**src/rtl/l1mtx_arb_pkg.sv**
```systemverilog
// Shared encodings, FSM state type and burst-length helper for the L1 matrix
// output-stage arbiter.
package l1mtx_arb_pkg;

    localparam logic [1:0] HTRANS_IDLE   = 2'b00;
    localparam logic [1:0] HTRANS_BUSY   = 2'b01;
    localparam logic [1:0] HTRANS_NONSEQ = 2'b10;
    localparam logic [1:0] HTRANS_SEQ    = 2'b11;

    localparam logic [2:0] HBURST_SINGLE = 3'b000;
    localparam logic [2:0] HBURST_INCR   = 3'b001;
    localparam logic [2:0] HBURST_WRAP4  = 3'b010;
    localparam logic [2:0] HBURST_INCR4  = 3'b011;
    localparam logic [2:0] HBURST_WRAP8  = 3'b100;
    localparam logic [2:0] HBURST_INCR8  = 3'b101;
    localparam logic [2:0] HBURST_WRAP16 = 3'b110;
    localparam logic [2:0] HBURST_INCR16 = 3'b111;

    typedef enum logic [2:0] {
        ST_NOPORT,
        ST_SINGLE,
        ST_BURST,
        ST_INCR,
        ST_LOCKED
    } arb_state_t;

    // Beats still owed after the NONSEQ of a fixed-length burst; 0 for SINGLE/INCR.
    function automatic logic [3:0] burst_beats(input logic [2:0] hburst);
        case (hburst)
            HBURST_WRAP4,  HBURST_INCR4:  return 4'd3;
            HBURST_WRAP8,  HBURST_INCR8:  return 4'd7;
            HBURST_WRAP16, HBURST_INCR16: return 4'd15;
            default:                      return 4'd0;
        endcase
    endfunction

endpackage

```
**src/rtl/l1mtx_rr_pick.sv**
```systemverilog
// Combinational round-robin picker: searches from last+1 upward, so the
// previous owner is always the lowest-priority candidate.
module l1mtx_rr_pick #(
    parameter int unsigned NUM_PORTS = 4
) (
    input  logic [NUM_PORTS-1:0] req,
    input  logic [1:0]           last,
    output logic [1:0]           idx,
    output logic                 none
);

    logic [3:0]  req4;
    int unsigned p;

    assign req4 = 4'(req);

    // Walk from the farthest candidate to the nearest so the nearest wins.
    always_comb begin
        idx  = last;
        none = 1'b1;
        p    = 0;
        for (int unsigned k = NUM_PORTS; k >= 1; k--) begin
            p = (32'(last) + k) % NUM_PORTS;
            if (req4[2'(p)]) begin
                idx  = 2'(p);
                none = 1'b0;
            end
        end
    end

endmodule

```
**src/rtl/l1mtx_burst_arb.sv**
```systemverilog
// Burst- and lock-aware round-robin arbiter for one L1 matrix output stage.
// Grants hold across fixed bursts and locked sequences; INCR bursts are capped.
module l1mtx_burst_arb
    import l1mtx_arb_pkg::*;
#(
    parameter int unsigned NUM_PORTS  = 4,
    parameter int unsigned INCR_LIMIT = 16
) (
    input  logic                 HCLK,
    input  logic                 HRESET,
    input  logic [NUM_PORTS-1:0] req_port,
    input  logic                 HREADYM,
    input  logic                 HSELM,
    input  logic [1:0]           HTRANSM,
    input  logic [2:0]           HBURSTM,
    input  logic                 HMASTLOCKM,
    output logic [1:0]           addr_in_port,
    output logic                 no_port,
    output logic                 grant_chg
);

    arb_state_t st;
    arb_state_t st_hold;
    logic [3:0] beats_left;
    logic [3:0] beats_nxt;
    logic [7:0] incr_cnt;
    logic [7:0] incr_nxt;
    logic       rearb;
    logic       nonseq;
    logic [1:0] pick_idx;
    logic       pick_none;

    l1mtx_rr_pick #(.NUM_PORTS(NUM_PORTS)) u_pick (
        .req  (req_port),
        .last (addr_in_port),
        .idx  (pick_idx),
        .none (pick_none)
    );

    // Decide whether this address-phase boundary holds the grant or re-arbitrates.
    always_comb begin
        rearb     = 1'b1;
        st_hold   = st;
        beats_nxt = beats_left;
        incr_nxt  = incr_cnt;
        nonseq    = HSELM && (HTRANSM == HTRANS_NONSEQ);
        if (no_port) begin
            rearb = 1'b1;
        end else if (HMASTLOCKM) begin
            rearb   = 1'b0;
            st_hold = ST_LOCKED;
        end else if (nonseq && (burst_beats(HBURSTM) != 4'd0)) begin
            rearb     = 1'b0;
            st_hold   = ST_BURST;
            beats_nxt = burst_beats(HBURSTM);
            incr_nxt  = 8'd0;
        end else if (nonseq && (HBURSTM == HBURST_INCR)) begin
            rearb     = (INCR_LIMIT <= 1);
            st_hold   = ST_INCR;
            beats_nxt = 4'd0;
            incr_nxt  = 8'd1;
        end else if ((st == ST_BURST) && (HTRANSM == HTRANS_BUSY)) begin
            rearb = 1'b0;
        end else if ((st == ST_BURST) && (HTRANSM == HTRANS_SEQ) && (beats_left > 4'd1)) begin
            rearb     = 1'b0;
            beats_nxt = beats_left - 4'd1;
        end else if ((st == ST_INCR) && (HTRANSM == HTRANS_BUSY)) begin
            rearb = 1'b0;
        end else if ((st == ST_INCR) && (HTRANSM == HTRANS_SEQ)) begin
            incr_nxt = incr_cnt + 8'd1;
            rearb    = ((32'(incr_cnt) + 32'd1) >= INCR_LIMIT);
        end
    end

    // State, counters and registered outputs; everything frozen while HREADYM is low.
    always_ff @(posedge HCLK or posedge HRESET) begin
        if (HRESET) begin
            st           <= ST_NOPORT;
            beats_left   <= 4'd0;
            incr_cnt     <= 8'd0;
            addr_in_port <= 2'd0;
            no_port      <= 1'b1;
            grant_chg    <= 1'b0;
        end else if (HREADYM) begin
            if (rearb) begin
                beats_left <= 4'd0;
                incr_cnt   <= 8'd0;
                if (pick_none) begin
                    st        <= ST_NOPORT;
                    no_port   <= 1'b1;
                    grant_chg <= !no_port;
                end else begin
                    st           <= ST_SINGLE;
                    addr_in_port <= pick_idx;
                    no_port      <= 1'b0;
                    grant_chg    <= no_port || (pick_idx != addr_in_port);
                end
            end else begin
                st         <= st_hold;
                beats_left <= beats_nxt;
                incr_cnt   <= incr_nxt;
                grant_chg  <= 1'b0;
            end
        end else begin
            grant_chg <= 1'b0;
        end
    end

endmodule

```
**config.mk**
```make
export PLATFORM = sky130hd
export DESIGN_NAME = l1mtx_burst_arb
export DESIGN_NICKNAME = d
export VERILOG_FILES = /design/src/rtl/l1mtx_arb_pkg.sv /design/src/rtl/l1mtx_rr_pick.sv /design/src/rtl/l1mtx_burst_arb.sv
export SDC_FILE = /design/constraint.sdc
export NUM_CORES = 1
export LEC_CHECK = 0
export CAP_MARGIN = 25
export CORE_ASPECT_RATIO = 0.5
export CORE_MARGIN = 2
export CORE_UTILIZATION = 45
export CTS_CLUSTER_SIZE = 14
export DETAILED_ROUTE_END_ITERATION = 10
export GPL_TIMING_DRIVEN = 0
export HOLD_SLACK_MARGIN = 0.06
export PLACE_DENSITY = 0.71
export SLEW_MARGIN = 20
export SYNTH_ARGS = -nofsm -noshare
export SYNTH_HDL_FRONTEND = slang
export SYNTH_SLANG_ARGS = --single-unit
```
**constraint.sdc**
```tcl
create_clock -name HCLK -period 2.78 [get_ports HCLK]
set_clock_uncertainty 0.1 [all_clocks]
set_input_delay 0.278 -clock HCLK [delete_from_list [all_inputs] [get_ports HCLK]]
set_output_delay 0.278 -clock HCLK [all_outputs]
set_load 0.03 [all_outputs]
```
==> flow_metrics.py <==
metrics = {
    "grt": {
        "grt_util_met1_pct": 26.6,
        "globalRoute.totalOverflow": 0,
        "grt_start_max_net_pins": 20,
        "globalRouteTotalUtil_pct": 18.7,
        "met3_usage_pct": 5.22,
        "grt_antenna_before_repair": 0,
        "use_met2_pct": 28.1,
        "grt_pass1_vias": 1016,
        "grt_first_pass_wirelength_um": 4790,
        "top_usage_layer": "met2",
    },
    "synth": {
        "yosys_warnings": 0,
        "synth-edff-count": 0,
        "synth_net_count": 163,
        "yosysSeqAreaShare_pct": 36.9,
        "mappedNetlistArea_sq_um": 1290,
        "avgSynthCellArea_sq_um": 8.91,
        "postSynthCellCount": 145,
        "postSynth.asyncResetShare_pct": 100,
        "yosys.cell_types.count": 46,
        "synth-main-ff-cell": "dfrtp_1",
        "synth_seq_cells": 19,
    },
    "clock_tree": {
        "clock_tree_from_tritoncts": "done",
        "cts_repair_resize_count": 0,
        "number_of_buffers_added_for_setup_after_cts": 0,
        "clock_sinks": 19,
        "cts_hold_buf": 0,
        "clock_insertion_delay_worst_skew_ns": 0.26,
        "cts_max_level": 1,
        "clk_root_buffer_cell": "clkbuf_8",
        "cts_max_path_buffers": 2,
        "clkSlewWorstSetupHoldPaths_ns": 0.07,
        "cts-buffers-inserted": 3,
    },
    "floorplan": {
        "rows": 13,
        "core_sq_um": 2670,
        "die-area_sq_um": 3340,
        "num_io_pins": 18,
        "die_x_um": 79.8,
        "floorplan_die_height_um": 41.9,
        "initial_standard_cell_utilization_of_the_core_pct": 48.5,
    },
    "placed_design": {
        "finalWeightedCongestion": 0.903,
        "numPlacedInstances": 199,
        "placement.io_buffers": 17,
        "dp.final_hpwl_um": 2120,
        "detailedPlace.worstSlack_ns": 0.234,
    },
    "cells_and_area": {
        "utilization_pct": 58.3,
        "antenna-diode-count": 0,
        "num-fill-cells": 233,
        "final_net_count": 185,
        "drive_above_1_share_pct": 7.23,
        "fin_cells": 203,
        "layout.cells.most_common": "dfrtp_1",
        "layout-area-overhead-vs-synth_pct": 20.2,
        "most-common-layout-cells": "18 x dfrtp_1, 17 x clkdlybuf4s50_1, 15 x o21ai_0, 10 x inv_1",
    },
    "job": {
        "number_of_violations_of_the_max_capacitance_limit": 0,
    },
    "drt": {
        "remaining_drc_errors": 0,
        "detail_route.wirelength_um": 2770,
        "viasPerCell": 5.67,
        "drt_first_pass_iters": 4,
        "dr_total_vias": 1150,
        "routedWlPerCell_um": 13.6,
        "first_iter_violations": 72,
        "antenna_left": 0,
    },
    "worst_setup_path": {
        "crit_path_end_kind": "flop",
        "regToRegStartpoint": "beats_left[0]",
        "crit_type": "in -> reg",
        "critPathLaunchType": "input port",
        "arrival_ns": 2.35,
        "reg2reg_setup_slack_ns": 0.53,
        "crit_fanout": 10,
        "register_to_register_path_depth": 9,
        "cp_required_ns": 2.83,
        "reg_to_reg_end": "beats_left[0]",
    },
    "sta": {
        "rsz_0062_raised_after_global_routing": "false",
        "finalCritPeriodShare_pct": 82.6,
        "timing.slew.headroom_pct": 51.5,
        "hold_viol": 0,
        "worst_hold_slack_ns": 0.353,
        "setup-violations-final": 0,
        "post-route-worst-setup-slack_ns": 0.483,
        "tightest_slew_ns": 0.726,
        "timing.setup.tns_ns": 0,
        "max_clock_freq_ghz": 0.435,
        "final-max-slew-violation-count": 0,
        "finalWorstPathRequiredPeriod_ns": 2.30,
    },
    "power_and_ir_drop": {
        "power_per_cell_area_nw_per_um2": 547,
        "static-leakage-power_uw": 0.000651,
        "irDropWorstVdd_uv": 356,
    },
    "outcome": {
        "outcome": "finished, final reports clean",
    },
    "hold_path": {
        "hp-class": "in -> async",
    },
}
==> per-layer routing <==
| metal | up-vias | part of all wire, % |
|---|---|---|
| met5 | - | 0 |
| met4 | 0 | 0.43 |
| met3 | 2 | 4.3 |
| met2 | 22 | 46 |
| met1 | 541 | 49 |
| li1 | 585 | - |
==> synthesized netlist by cell type (all sizes together), types with 2 or more instances <==
cell type  instances  share of area (%)
a32oi              2                1.4
o31ai              2                1.2
o31a               2                1.4
nand2              9                2.6
a21oi              5                1.9
xor2               2                1.4
a31o               2                1.4
and2               6                2.9
dfrtp             18                 35
o21a               4                2.3
nor2              10                3.1
a31oi              4                2.4
and3b              3                2.0
a311o              2                1.5
nand3              5                1.9
nand2b             3                1.5
ha                 4                3.9
nor4               3                1.5
clkbuf             2               0.58
o22ai              2               0.97
inv               10                2.9
nor3               3                1.2
a32o               2                1.5
buf                2                1.3
nor2b              3                1.5
a21o               3                1.7
o21ai             17                6.6
==> worst max-delay path by stage <==
stage,from,end,slack [ns],cells past startpoint
floorplan,beats_left[0],beats_left[0],0.79,9
global placement,HBURSTM[1],beats_left[0],0.26,7
detailed placement,HBURSTM[1],beats_left[0],0.23,7
CTS,HBURSTM[1],beats_left[0],0.51,7
global route,HTRANSM[1],beats_left[0],0.35,9
finish,HBURSTM[1],beats_left[0],0.48,7
==> report_power, final <==
part | switching [uW] | internal [uW]
sequential | 53.0 | 322
combinational | 151 | 132
clock | 89.3 | 102
total | 294 | 556
==> cell families (layout without fill, tap and decap cells) <==
logic type                 Yosys count  in the layout  share of synthesized area, %
AOI/OAI and AO/OA                   52             52                          29.6
xor gates and xnor gates             3              3                          2.03
buffers and inverters               14             35                          4.74
adders and majority gates            4              4                          3.87
muxes                                1              1                         0.774
DFF                                 19             19                          36.9
and+or+nand+nor                     52             52                          22.1
==> final cells by class <==
class,instances,area (sq um),area share [%]
multi-input cells,112,754,48.6
flip-flops and latches,19,477,30.7
repair buffers,17,170,11.0
well taps,37,46.3,2.98
clock buffers,4,45.0,2.90
inverters,10,37.5,2.42
plain buffers,4,23.8,1.53
==> worst max-delay path, stage by stage <==
cell and delay (ns):
clkdlybuf4s50_1 0.46, o31ai_1 0.54, a31oi_2 0.22, a41oi_4 0.32
buf_6 0.20, nor2_2 0.05, a32o_1 0.27
==> state kept, by name, indices dropped and copies added (netlist names) <==
signal and count:
addr_in_port 2, st 3, grant_chg 1, beats_left 4, no_port 1, incr_cnt 8
==> through the flow <==
step | total power (uW) | area, sq um
floorplan | 567 | 1290
global placement | 654 | 1510
detailed placement | 663 | 1510
CTS | 858 | 1550
global route | 915 | 1550
finish | 849 | 1550
(Power assumes the default switching activity.)
